[src/rtl/pmu_pkg.sv]
// Shared types and default timing for the two-domain power sequencer.
// Output decode is a pure function of FSM state so both domains stay identical.
package pmu_pkg;

    typedef enum logic [3:0] {
        ST_ON,
        ST_ISO,
        ST_SAVE,
        ST_OFF_WAIT,
        ST_OFF,
        ST_ON_WAIT,
        ST_SETTLE,
        ST_RESTORE,
        ST_DEISO
    } pmu_state_t;

    localparam int         ISO_CYCLES_DEF    = 2;
    localparam int         SETTLE_CYCLES_DEF = 8;
    localparam int         TIMEOUT_DEF       = 64;
    localparam logic [1:0] RET_MASK_DEF      = 2'b01;

    typedef struct packed {
        logic pwr_en;
        logic iso_en;
        logic save;
        logic restore;
        logic dom_on;
    } dom_out_t;

    localparam dom_out_t OUTS_RST = '{pwr_en: 1'b1, iso_en: 1'b0, save: 1'b0,
                                      restore: 1'b0, dom_on: 1'b1};

    function automatic dom_out_t state_outs(pmu_state_t st);
        dom_out_t o;
        o.pwr_en  = !(st == ST_OFF_WAIT || st == ST_OFF);
        o.iso_en  = !(st == ST_ON || st == ST_DEISO);
        o.save    = (st == ST_SAVE);
        o.restore = (st == ST_RESTORE);
        o.dom_on  = (st == ST_ON);
        return o;
    endfunction

endpackage

[src/rtl/pmu_dom_fsm.sv]
// Per-domain sleep/wake sequencer; leaves ON/OFF the cycle after grant, outputs registered.
// No backpressure: a granted sequence always runs to completion, ack timeouts just flag tmo.
module pmu_dom_fsm
    import pmu_pkg::*;
#(
    parameter int ISO_CYCLES    = ISO_CYCLES_DEF,
    parameter int SETTLE_CYCLES = SETTLE_CYCLES_DEF,
    parameter int TIMEOUT       = TIMEOUT_DEF,
    parameter bit RET           = 1'b1
) (
    input  logic       clk,
    input  logic       rst_n,
    input  logic       sleep_req,
    input  logic       wake_req,
    input  logic       pwr_ack,
    input  logic       grant,
    input  logic       tmr_zero,
    output logic       eligible,
    output logic       release_o,
    output logic       tmr_ld,
    output logic [7:0] tmr_val,
    output logic       tmo,
    output logic       pwr_en,
    output logic       iso_en,
    output logic       save,
    output logic       restore,
    output logic       dom_on,
    output logic       done
);

    // Timer counts down to zero inclusive, so load N-1 for an N-cycle dwell.
    localparam logic [7:0] ISO_LD    = 8'(ISO_CYCLES - 1);
    localparam logic [7:0] SETTLE_LD = 8'(SETTLE_CYCLES - 1);
    localparam logic [7:0] TMO_LD    = 8'(TIMEOUT - 1);

    pmu_state_t state_q, state_d;
    dom_out_t   outs_q, outs_d;
    logic       done_q, done_d;

    always_comb begin
        state_d   = state_q;
        tmr_ld    = 1'b0;
        tmr_val   = 8'd0;
        tmo       = 1'b0;
        release_o = 1'b0;
        case (state_q)
            ST_ON: if (grant) begin
                state_d = ST_ISO;
                tmr_ld  = 1'b1;
                tmr_val = ISO_LD;
            end
            ST_ISO: if (tmr_zero) begin
                if (RET) begin
                    state_d = ST_SAVE;
                end else begin
                    state_d = ST_OFF_WAIT;
                    tmr_ld  = 1'b1;
                    tmr_val = TMO_LD;
                end
            end
            ST_SAVE: begin
                state_d = ST_OFF_WAIT;
                tmr_ld  = 1'b1;
                tmr_val = TMO_LD;
            end
            ST_OFF_WAIT: if (!pwr_ack || tmr_zero) begin
                state_d   = ST_OFF;
                tmo       = pwr_ack;
                release_o = 1'b1;
            end
            ST_OFF: if (grant) begin
                state_d = ST_ON_WAIT;
                tmr_ld  = 1'b1;
                tmr_val = TMO_LD;
            end
            ST_ON_WAIT: if (pwr_ack || tmr_zero) begin
                state_d = ST_SETTLE;
                tmo     = !pwr_ack;
                tmr_ld  = 1'b1;
                tmr_val = SETTLE_LD;
            end
            ST_SETTLE: if (tmr_zero) begin
                state_d = RET ? ST_RESTORE : ST_DEISO;
            end
            ST_RESTORE: state_d = ST_DEISO;
            ST_DEISO: begin
                state_d   = ST_ON;
                release_o = 1'b1;
            end
            default: state_d = ST_ON;
        endcase
        eligible = (state_q == ST_ON && sleep_req) || (state_q == ST_OFF && wake_req);
        outs_d   = state_outs(state_d);
        done_d   = release_o;
    end

    always_ff @(posedge clk or negedge rst_n) begin
        if (!rst_n) begin
            state_q <= ST_ON;
            outs_q  <= OUTS_RST;
            done_q  <= 1'b0;
        end else begin
            state_q <= state_d;
            outs_q  <= outs_d;
            done_q  <= done_d;
        end
    end

    assign pwr_en  = outs_q.pwr_en;
    assign iso_en  = outs_q.iso_en;
    assign save    = outs_q.save;
    assign restore = outs_q.restore;
    assign dom_on  = outs_q.dom_on;
    assign done    = done_q;

endmodule

[src/rtl/pmu_seq.sv]
// Two-domain power sequencer: round-robin token arbiter, shared dwell timer, sticky ack-timeout flags.
// Grant registered one cycle after an eligible request; no backpressure, losers wait for the token.
module pmu_seq
    import pmu_pkg::*;
#(
    parameter int         ISO_CYCLES    = ISO_CYCLES_DEF,
    parameter int         SETTLE_CYCLES = SETTLE_CYCLES_DEF,
    parameter int         TIMEOUT       = TIMEOUT_DEF,
    parameter logic [1:0] RET_MASK      = RET_MASK_DEF
) (
    input  logic       clk_fast,
    input  logic       rst_n,
    input  logic [1:0] sleep_req,
    input  logic [1:0] wake_req,
    input  logic [1:0] pwr_ack,
    output logic [1:0] pwr_en,
    output logic [1:0] iso_en,
    output logic [1:0] save,
    output logic [1:0] restore,
    output logic [1:0] dom_on,
    output logic [1:0] done,
    output logic       busy,
    output logic [1:0] err
);

    logic [1:0]      elig, rel, tmr_ld, tmo;
    logic [1:0][7:0] tmr_val;
    logic            tmr_zero;
    logic            pick;

    logic            tok_vld_q, tok_vld_d;
    logic            pri_q, pri_d;
    logic [1:0]      gnt_q, gnt_d;
    logic [7:0]      tmr_q, tmr_d;
    logic [1:0]      err_q, err_d;

    for (genvar g = 0; g < 2; g++) begin : g_dom
        pmu_dom_fsm #(
            .ISO_CYCLES    (ISO_CYCLES),
            .SETTLE_CYCLES (SETTLE_CYCLES),
            .TIMEOUT       (TIMEOUT),
            .RET           (RET_MASK[g])
        ) u_fsm (
            .clk       (clk_fast),
            .rst_n     (rst_n),
            .sleep_req (sleep_req[g]),
            .wake_req  (wake_req[g]),
            .pwr_ack   (pwr_ack[g]),
            .grant     (gnt_q[g]),
            .tmr_zero  (tmr_zero),
            .eligible  (elig[g]),
            .release_o (rel[g]),
            .tmr_ld    (tmr_ld[g]),
            .tmr_val   (tmr_val[g]),
            .tmo       (tmo[g]),
            .pwr_en    (pwr_en[g]),
            .iso_en    (iso_en[g]),
            .save      (save[g]),
            .restore   (restore[g]),
            .dom_on    (dom_on[g]),
            .done      (done[g])
        );
    end

    assign tmr_zero = (tmr_q == 8'd0);

    always_comb begin
        tok_vld_d = tok_vld_q;
        pri_d     = pri_q;
        gnt_d     = 2'b00;
        // pri_q names the domain that wins a tie; it flips away from whoever was just granted.
        pick      = elig[pri_q] ? pri_q : ~pri_q;
        if (tok_vld_q) begin
            if (|rel) tok_vld_d = 1'b0;
        end else if (|elig) begin
            tok_vld_d   = 1'b1;
            gnt_d[pick] = 1'b1;
            pri_d       = ~pick;
        end

        // Only the token holder is ever mid-sequence, so at most one load is active.
        if (tmr_ld[0])         tmr_d = tmr_val[0];
        else if (tmr_ld[1])    tmr_d = tmr_val[1];
        else if (!tmr_zero)    tmr_d = tmr_q - 8'd1;
        else                   tmr_d = tmr_q;

        err_d = err_q | tmo;
    end

    always_ff @(posedge clk_fast or negedge rst_n) begin
        if (!rst_n) begin
            tok_vld_q <= 1'b0;
            pri_q     <= 1'b0;
            gnt_q     <= 2'b00;
            tmr_q     <= 8'd0;
            err_q     <= 2'b00;
        end else begin
            tok_vld_q <= tok_vld_d;
            pri_q     <= pri_d;
            gnt_q     <= gnt_d;
            tmr_q     <= tmr_d;
            err_q     <= err_d;
        end
    end

    assign busy = tok_vld_q;
    assign err  = err_q;

endmodule

[config.mk]
export PLATFORM = sky130hd
export DESIGN_NAME = pmu_seq
export DESIGN_NICKNAME = d
export VERILOG_FILES = /design/src/rtl/pmu_pkg.sv /design/src/rtl/pmu_dom_fsm.sv /design/src/rtl/pmu_seq.sv
export SDC_FILE = /design/constraint.sdc
export NUM_CORES = 1
export LEC_CHECK = 0
export ABC_AREA = 1
export CORE_ASPECT_RATIO = 0.5
export CORE_MARGIN = 2
export CORE_UTILIZATION = 55
export CTS_CLUSTER_SIZE = 8
export DETAILED_ROUTE_END_ITERATION = 7
export PLACE_DENSITY_LB_ADDON = 0.08
export SYNTH_ARGS = -nofsm -noshare
export SYNTH_HDL_FRONTEND = slang
export SYNTH_SLANG_ARGS = --single-unit
[constraint.sdc]
create_clock -name clk_fast -period 2.3 [get_ports clk_fast]
set_input_delay 0.46 -clock clk_fast [delete_from_list [all_inputs] [get_ports clk_fast]]
set_output_delay 0.46 -clock clk_fast [all_outputs]
set_load 0.01 [all_outputs]
# Yosys cells after proc, flatten, opt, wreduce, memory -nomap -nowiden

Index checks and enable logic that the tools add are counted.

Add/subtract/negate cells: 1
Multipliers: 0
Divide/modulo/power cells: 0
Order comparisons: 3
Equality and inequality tests: 27
Shift-type cells: 0
Multiplexer cells: 53
Bitwise operators: 4
Reductions and logical operators: 31

Operators by type and width:

| operator              | count |
|---|---|
| $pmux W4 S8           | 2 |
| $eq A4 B3 Y1 const B  | 12 |
| $mux W4               | 12 |
| $pmux W8 S5           | 1 |
| $eq A4 B2 Y1 const B  | 8 |
| $pmux W8 S4           | 1 |
| $mux W8               | 3 |
| $mux W1               | 20 |
| $mux W6               | 3 |
| $eq A4 B4 Y1 const B  | 4 |
| $logic_not A4 Y1      | 4 |
| $logic_or A1 B1 Y1    | 10 |
| $eq A4 B1 Y1 const B  | 2 |
| $logic_not A8 Y1      | 1 |
| $pmux W1 S2           | 4 |
| $reduce_or A2 Y1      | 4 |
| $sub A8 B1 Y8 const B | 1 |
| $logic_not A1 Y1      | 6 |
| $mux W3               | 2 |
| $logic_and A1 B1 Y1   | 5 |
| $lt A1 B2 Y1 const B  | 2 |
| $mux W2               | 2 |
| $pmux W1 S4           | 1 |
| $ne A3 B2 Y1 const B  | 1 |
| 6 further kinds       | 8 |

Register bits after elaboration: 34
Latch bits: 0
Memory bits (writable): 0
Bits in read-only memories: 0
Output and inout port bits: 15
Memories kept: 0

# Depth between registers and ports, before layout

Gate-level depths: netlist (run 1).

Depth after elaboration: 12
Mapped depth: 13
Mapped depth without buffers: 12

# Cells and area by module

A second synthesis (run 1) with hierarchy kept.

Cell total of the unflattened synthesis: 258
Area, all modules: 2,069.5 µm²

Modules (own cells, without submodules):

| module                       | times used | cells each | area each (µm²) | seq. area each (µm²) |
|---|---|---|---|---|
| pmu_seq                      | 1          | 107        | 840.8           | 350.3 |
| pmu_dom_fsm (g_dom[0].u_fsm) | 1          | 76         | 628.1           | 252.7 |
| pmu_dom_fsm (g_dom[1].u_fsm) | 1          | 75         | 600.6           | 252.7 |

# Worst setup path after synthesis (run 1)

No wires, ideal clock.

Path type: reg-to-reg
From: register tmr_q[0]
To: register tmr_q[1]
Arrival time: 1,520 ps
Data required time: 2,183 ps
Slack: 663 ps
Cell stages (with the launch flop): 13
Path buffers: 1
Period minus slack after synthesis: 1,637 ps
Path through: dfrtp_1 -> inv_1 -> ha_1 -> nand2_2 -> nor2_4 -> buf_6 -> nor2_4 -> nor2_4 -> nor2_4 -> nand2_4 -> nand2_2 -> nor2_1 -> nor2_1

Longest elaborated chain between the ends: 6
Elaborated cells between the ends (all ways): 18
Those cells by class: add/sub (1); eq/ne (1); mux (13); reduce/logical (3)

RTL lines:

| what                                                  | line           | RTL |
|---|---|---|
| start: declaration                                    | pmu_seq.sv:34  | `logic [7:0] tmr_q, tmr_d;` |
| start signal: assignment                              | pmu_seq.sv:101 | `tmr_q <= tmr_d;` |
| branches (longest 6 deep; another with $sub A8 B1 Y8) | --             |  |

Several ways; the timed one is not identified. The select of a mux whose other input is x is not followed.
A chain may end at the register's enable or synchronous reset.

==> results of run 1 <==
-- cell usage after synthesis (all sizes together) (2+ instances only) --
cell and instances:
o21ai 12, nor2 41, a31oi 2, xor2 5, nand3 20, nor3 7, o21bai 2, dfrtp 30
dfstp 4, inv 36, a21oi 6, a21o 2, buf 13, o31ai 2, nand2 53
-- cells by family (layout without fill, tap and decap cells) --
logic type / after synthesis / count (layout) / share of synthesized area
AND/OR/NAND/NOR: 123 / 123 / 0.3134
buffers and inverters: 49 / 68 / 0.1231
flip-flops: 34 / 34 / 0.4456
AO/OA/AOI/OAI: 27 / 27 / 0.08665
XOR/XNOR: 5 / 5 / 0.02280
adder cells (fa/ha/maj): 1 / 1 / 0.006514
other: 1 / 2 / 0.001953
-- state kept, by name (all words and copies together), names as in the netlist --
signal / count
pri_q: 1
g_dom.u_fsm.state_q: 8
g_dom.u_fsm.iso_en: 2
tmr_q: 8
g_dom.u_fsm.dom_on: 2
g_dom.u_fsm.restore: 2
busy: 1
g_dom.u_fsm.done: 2
err: 2
gnt_q: 2
g_dom.u_fsm.pwr_en: 2
g_dom.u_fsm.save: 2
-- routing by layer --
metal	part of all wire	track usage
met1	0.50	0.3037
met3	0.070	0.06159
met4	0.0079	0.07077
met2	0.42	0.2924
met5	0	0
-- final timing paths --
path,depth (start not counted),start,endpoint
setup / recovery,10,tmr_q[0],g_dom[0].u_fsm.dom_on
hold / removal,1,err[0],err[0]
min in group asynchronous,2,rst_n,tmr_q[4]
setup reg to reg,10,tmr_q[0],g_dom[0].u_fsm.dom_on
hold reg to reg,1,err[0],err[0]
max in group asynchronous,2,rst_n,g_dom[0].u_fsm.dom_on
-- critical path: cells and delay by family, from the launching register on --
family          cells  cell delay, ns
compound gates      1            0.15
fa+ha+maj           1            0.26
buf+inv             2            0.27
flops               1            0.39
simple gates        6            0.72
-- cell type report --
type,count,area [µm²],share of cell area
clock inverter,2,60.06,0.02652
multi-input combinational,158,832.0,0.3674
tap,51,63.81,0.02818
clock buffer,6,82.58,0.03646
inverter,36,135.1,0.05967
sequential,34,855.8,0.3779
timing repair buffer,24,235.2,0.1039
-- power by group through the flow --
stage               clock network (mW)  registers (mW)  logic, mW
detailed placement                   0           0.998       1.42
floorplan                            0           0.971       1.11
finish                           0.690           0.991       1.44
CTS                              0.707           0.986       1.44
global route                     0.734            1.01       1.62
global placement                     0           0.995       1.39
-- through the flow --
stage,utilization,power (mW),instances,area (µm²),hold WS (ns)
after floorplan,-,2.084,241,1924,0.1644
after global placement,0.6247,2.383,303,2122,0.4548
after detailed placement,0.6247,2.422,303,2122,0.4548
after CTS,0.6667,3.137,311,2265,0.4714
after global routing,0.6667,3.371,311,2265,0.4943
final,0.6667,3.125,311,2265,0.4668
==> results.md, run 1 <==
* Synth warn at 0
* Commonest non-fill, non-tap cell in the layout: nand2_1
* CP Capture Type: flip-flop
* Total CTS buffers at 5
* EDFF count, synth at 0
* CORE AREA at 3397 µm²
* Crit-path max cell delay at 0.39 ns
* R2r setup slk at 0.40 ns
* Vias in the first global route at 1359
* Syn Inst Count at 240
* DIE AREA at 4009 µm²
* Min Tclk post-route at 1.897 ns
* Arr. time, crit path at 2.08 ns
* Internal cell power at 1.878 mW
* Pleak at 1.195 nW
* Clock skew at 0.004173 ns
* CTS tree: built
* Share of the synthesized area in the top cell type at 0.3909
* RSZ-0062 raised after global routing: no
* Reg clk slew, reported paths at 0.07 ns
* Final worst slack at 0.4035 ns
* Peak VDD IR at 0.7595 mV
* Clock root buffer: clkbuf_8
* Post-synth top flop: dfrtp_1
* Top Ports at 23
* First-pass GRT wire length at 6085 µm
* Maximum clock rate at 527.3 MHz
* Starting Density at 0.5654
* Share of cells above drive strength 1 at 0.1615
* Final worst-path cycle share at 0.8246
* Rows at 15
* Cell mode on critical path: nand2_1
* Largest cells by area after synthesis: dfrtp_1 (39%), nand2_1 (9.2%), inv_1 (6.3%)
* Clk_lat worst skew at 0.29 ns
* Routed WL at 3790 µm
* Gate power share at 0.462
* Initial antenna violation count at 0
* Fill cells at 292
* Worst path required time at 2.48 ns
* Mapped cell area at 1921 µm²
* Max Slew Vio Count at 0
* Launching element type of the critical path: flip-flop
* Ant. Diodes at 0
* Nets at 268
* Worst path cell trace: inv_1, ha_1, nand2_2, nor2_4, buf_4, nand2_1, nand2_1, a21oi_2, nand3_1, nor3_1
* Gr ovfl total at 0
* Total number of vias at 1550
* H-Tree Depth at 2
* Clk buf depth at 2
* Layout area overhead at 17.92%
* Worst Path Max Fanout at 10
* GR Util All Layers at 0.2069
* Port Buf Inserts at 22
* Sw frac at 0.3992
* Reg power frac at 0.317
* Post-DRT Antenna Nets at 0
* # DRC at 0
* Die Y at 45.79 µm
* Commonest non-fill, non-tap cells in the layout: nand2_1 (47), inv_1 (32), nor2_1 (31)
* Post-place setup slack at 0.4196 ns
* Clk pwr share at 0.221
* Area leader, netlist: dfrtp_1
* Syn_area_per_cell at 8.002 µm²
* Post-DP HPWL at 2801 µm
* Post-CTS resize count at 0
* Largest net degree at the start of global routing at 35
* DR pass1 iterations at 4
* Hold-fix buffers, CTS at 0
* Setup tns final at 0 ns
* Max-cap violations at 0
* Final Setup Violations at 0
* Routed wire length per instance at 12.19 µm
* Post-synth ARST share at 1.000
* Result of the run: finished, final reports clean
* Number of vias per cell at 4.984
* HP Class: flip-flop to flip-flop
* Die X at 87.57 µm
* Register area share after synthesis at 0.4456
* Clock Sink Count at 34
* Cell area power density at 1380 nW/µm²
* Starting DRT DRC Count at 100
* Yosys cell types at 31
* Slowest cell on the critical path: dfrtp_1
* Switch Pwr at 1.247 mW
* GPL Wtd Cong at 0.9317
* FF+latch count, synth at 34
* Setup Crit Path Kind: flip-flop to flip-flop
* Postcts setup bufs at 0
* Final Hold Viols at 0
(Power assumes the default switching activity.)
==> run 2: changes to the inputs <==
- clock period: 2.3 -> 1.83 ns (I/O delays scaled with it)
==> run 2 against run 1 <==
Effect of this change:
- clock power grew 22%
- final area grew 2.5%
- power grew 27%
- fmax is 10% higher
- utilization up 1.7 points
- combinational power rose by 31%
- first-iteration DRC count rose by 53%
- wire length decreased by 2.0%
- clock skew grew 0.0016 ns
- global-route usage rose by 0.41 points
- critical endpoint is now tmr_q[1]
- largest power group unchanged
- highest routed layer unchanged
==> results.md, run 2 (synthesis gave the netlist of run 1 again) <==
* Ant. Diodes at 0
* Die Y at 45.79 µm
* Fin area at 2322 µm²
* Hold-fix buffers, CTS at 0
* Clk buf depth at 2
* HP Start: err[0]
* H-Tree Depth at 2
* Clock Sink Count at 34
* Post-place setup slack at 0.02574 ns
* Total number of vias at 1531
* Layout area overhead at 20.91%
* Reg clk slew, reported paths at 0.08 ns
* Cell area power density at 1708 nW/µm²
* Clock skew at 0.005757 ns
* Setup Crit Path Kind: flip-flop to flip-flop
* Peak VDD IR at 0.9812 mV
* Worst path required time at 2.02 ns
* Post-DRT Antenna Nets at 0
* Result of the run: finished, final reports clean
* HP Class: flip-flop to flip-flop
* Post-DP HPWL at 2760 µm
* WHS Endpoint: err[0]
* Min Tclk post-route at 1.719 ns
* Placed Cells at 307
* Nets at 276
* Final Hold Viols at 0
* Top Ports at 23
* CTS tree: built
* Arr. time, crit path at 1.91 ns
* Rows at 15
* Clk_lat worst skew at 0.29 ns
* Commonest non-fill, non-tap cells in the layout: nand2_1 (47), inv_1 (32), nor2_1 (31)
* Routed WL at 3713 µm
* DR pass1 iterations at 7
* First-pass GRT wire length at 6244 µm
* Reg-to-reg startpoint: tmr_q[0]
* Worst Setup SP: tmr_q[0]
* Worst-Margin Slew at 0.5113 ns
* Port Buf Inserts at 22
* CORE AREA at 3397 µm²
* Routed wire length per instance at 11.64 µm
* Placed Instance Area at 2152 µm²
* Max Slew Vio Count at 0
* Final non-filler cell total at 319
* Design Power at 3.967 mW
* Rel. slew slack at 0.6565
* Max-cap violations at 0
* Reg2reg end: tmr_q[1]
* Starting DRT DRC Count at 153
* Number of cells on the worst hold path at 1
* Biggest regs: g_dom.u_fsm.state_q: 8 flops, tmr_q: 8 flops
* Worst Path Max Fanout at 6
* Number of vias per cell at 4.799
* GPL Wtd Cong at 0.9422
* Worst R2R Path Depth at 12
* R2r setup slk at 0.11 ns
* Commonest non-fill, non-tap cell in the layout: nand2_1
* Final worst slack at 0.1108 ns
* Final worst-path cycle share at 0.9394
* Clock root buffer: clkbuf_8
* Largest net degree at the start of global routing at 35
* Initial antenna violation count at 0
* Launching element type of the critical path: flip-flop
* Gr ovfl total at 0
* Final Setup Violations at 0
* Pleak at 1.229 nW
* Maximum clock rate at 581.7 MHz
* Die X at 87.57 µm
* GR Util All Layers at 0.2110
* # DRC at 0
* Share of cells above drive strength 1 at 0.1903
* Vias in the first global route at 1367
* Starting Density at 0.5654
* DIE AREA at 4009 µm²
* CP Capture Type: flip-flop
* Total CTS buffers at 5
run 2: cell types whose count changed in the layout (fill, tap and decap cells not counted), sizes merged:
cell	previous run	this run
buf	2	10
clkinv	0	1
clkbuf	6	5
run 2: how the worst max path moves through the flow:
stage                            endpoint
floorplan                        tmr_q[1]
global placement                 tmr_q[1]
detailed placement  g_dom[0].u_fsm.iso_en
CTS                 g_dom[0].u_fsm.iso_en
global route        g_dom[0].u_fsm.iso_en
finish                           tmr_q[1]
run 2: metrics by stage:
step | setup TNS, ns | util | hold WS [ns]
after floorplan | 0 | - | 0.07041
after detailed placement | 0 | 0.6335 | 0.4534
after global placement | 0 | 0.6335 | 0.4546
after global routing | -0.07092 | 0.6836 | 0.4992
final | 0 | 0.6836 | 0.4673
after CTS | 0 | 0.6740 | 0.4708
run 2: area by class of cell:
cell class	count	area [µm²]
fill	282	1075
sequential	34	855.8
multi-input combinational	158	834.6
timing repair buffer	32	295.3
inverter	36	135.1
clock buffer	5	68.82
clock inverter	3	68.82
tap	51	63.81
run 2: critical path, stage by stage (launching register included):
cell and delay (ns):
dfrtp_1 0.39, inv_1 0.09, ha_2 0.19, nand2_2 0.07, nor2_4 0.16, buf_4 0.16, nor2_4 0.03, nor2_4 0.13
nor2_4 0.08, nand2_4 0.11, nand2_2 0.05, nor2_1 0.11, nor2_1 0.05
run 2: where the power goes:
group / switching, mW / total, mW / internal (mW)
Combinational: 1.09 / 1.88 / 0.790
Sequential: 0.181 / 1.24 / 1.06
Clock: 0.298 / 0.844 / 0.546
Total: 1.57 / 3.97 / 2.39
run 2: timing repair:
item | CTS | global route
gates resized for setup | 0 | 1
setup endpoints to repair | 0 | 13
setup buffers | 0 | 4
run 2: per-layer routing:
metal  routed length, µm  vias to the layer above  global-route usage
met1                1920                      694              0.3149
met3                 246                        4             0.07428
met4                  25                        0             0.06462
li1                    -                      788                   -
met2                1521                       45              0.2848
met5                   0                        -                   0
==> run 3: changes to the inputs <==
- MAX_ROUTING_LAYER: unset -> met4
==> run 3 against run 2 <==
Effect of this change:
- wire length up 0.67%
- flip-flop and latch count unchanged
- utilization unchanged
- die area unchanged
- worst setup slack about the same
- first-iteration DRC count down 16%
- critical path type unchanged
- largest power group unchanged
==> results.md, run 3 (synthesis gave the netlist of run 1 again) <==
* Routed WL at 3738 µm
* Total number of vias at 1538
* Routed wire length per instance at 11.72 µm
* Total CTS buffers at 5
* Crit-path max cell delay at 0.36 ns
* Worst Path Max Fanout at 6
* CORE AREA at 3397 µm²
* Slowest cell on the critical path: dfrtp_1
* GR Util All Layers at 0.2173
* Placed Instance Area at 2152 µm²
* Pleak at 1.229 nW
* Ant. Diodes at 0
* Top Ports at 23
* Clk_lat worst skew at 0.29 ns
* Layout area overhead at 20.91%
* DIE AREA at 4009 µm²
* Post-DRT Antenna Nets at 0
* H-Tree Depth at 2
* Launching element type of the critical path: flip-flop
* Share of cells above drive strength 1 at 0.1903
* Fin area at 2322 µm²
* CP Capture Type: flip-flop
* Commonest non-fill, non-tap cells in the layout: nand2_1 (47), inv_1 (32), nor2_1 (31)
* Biggest regs: g_dom.u_fsm.state_q: 8 flops, tmr_q: 8 flops
* First-pass GRT wire length at 6244 µm
* Max-cap violations at 0
* Final Setup Violations at 0
* Maximum clock rate at 581.6 MHz
* Commonest non-fill, non-tap cell in the layout: nand2_1
* Final Hold Viols at 0
* Result of the run: finished, final reports clean
* Initial antenna violation count at 0
* Min Hold Slack at 0.4669 ns
* Clock root buffer: clkbuf_8
* Largest net degree at the start of global routing at 35
* Die X at 87.57 µm
* Port Buf Inserts at 22
* HP Class: flip-flop to flip-flop
* # DRC at 0
* Die Y at 45.79 µm
* Max Slew Vio Count at 0
* Min Tclk post-route at 1.719 ns
* Arr. time, crit path at 1.89 ns
* GPL Wtd Cong at 0.9593
* Starting Density at 0.5654
* Rows at 15
* CTS tree: built
* Final worst slack at 0.1106 ns
* Rel. slew slack at 0.6645
* Number of vias per cell at 4.821
* Post-place setup slack at 0.02574 ns
* Starting DRT DRC Count at 128
* Clock skew at 0.005805 ns
* Setup tns final at 0 ns
* Setup Crit Path Kind: flip-flop to flip-flop
* Clk buf depth at 2
* Worst R2R Path Depth at 10
* Worst path cell trace: inv_1, ha_2, nand2_2, nor2_4, buf_4, nor2_2, nor2_1, nor3_2, nand3_1, or2_1
* Post-DP HPWL at 2760 µm
* Worst-Margin Slew at 0.4995 ns
* Final worst-path cycle share at 0.9396
* DR pass1 iterations at 5
* Worst path required time at 2.00 ns
* Peak VDD IR at 0.9804 mV
* Nets at 276
* Number of cells on the worst hold path at 1
* Clock Sink Count at 34
* Hold-fix buffers, CTS at 0
* Reg clk slew, reported paths at 0.08 ns
* Gr ovfl total at 0
* Cell area power density at 1709 nW/µm²
* Vias in the first global route at 1368
run 3: stage by stage:
step	power, mW	instances	utilization
floorplan	2.619	241	-
global placement	3.052	307	0.6335
detailed placement	3.082	307	0.6335
CTS	3.941	315	0.6740
global route	4.314	319	0.6836
finish	3.969	319	0.6836
run 3: final cells by class:
type / count / area (µm²)
clock buffer: 5 / 68.82
clock inverter: 3 / 68.82
fill: 282 / 1075
inverter: 36 / 135.1
multi-input combinational: 158 / 834.6
sequential: 34 / 855.8
tap: 51 / 63.81
timing repair buffer: 32 / 295.3
run 3: metal layers:
layer,share of wire,vias to the layer above,global-route usage
met2,0.41,44,0.2848
met1,0.51,702,0.3138
met3,0.066,4,0.07428
met5,0,-,-
li1,-,788,-
met4,0.0067,0,0.06462
run 3: what timing repair did:
item | 4_1_cts | 5_1_grt
setup buffers | 0 | 4
resized for setup | 0 | 1
endpoints found under the setup margin | 0 | 13
hold endpoints to repair | 0 | 0
run 3: worst paths after layout:
check / slack, ns / from / end
min: 0.47 / err[0] / err[0]
min reg2reg: 0.47 / err[0] / err[0]
max in group asynchronous: 1.01 / rst_n / g_dom[0].u_fsm.dom_on
min in group asynchronous: 0.48 / rst_n / tmr_q[4]
max: 0.11 / tmr_q[0] / g_dom[0].u_fsm.iso_en
max reg2reg: 0.11 / tmr_q[0] / g_dom[0].u_fsm.iso_en
run 3: report_power, final:
| part | leakage, nW | total, mW | switching [mW] | internal (mW) |
|---|---|---|---|---|
| Sequential | 0.427 | 1.24 | 0.182 | 1.06 |
| Combinational | 0.734 | 1.89 | 1.10 | 0.790 |
| Clock | 0.0683 | 0.843 | 0.297 | 0.546 |
run 3: worst max-delay path, delay by kind of cell (launching register included):
| family | cells | cell delay, ns |
|---|---|---|
| fa+ha+maj | 1 | 0.19 |
| simple gates | 7 | 0.82 |
| flops | 1 | 0.36 |
| buf+inv | 2 | 0.21 |
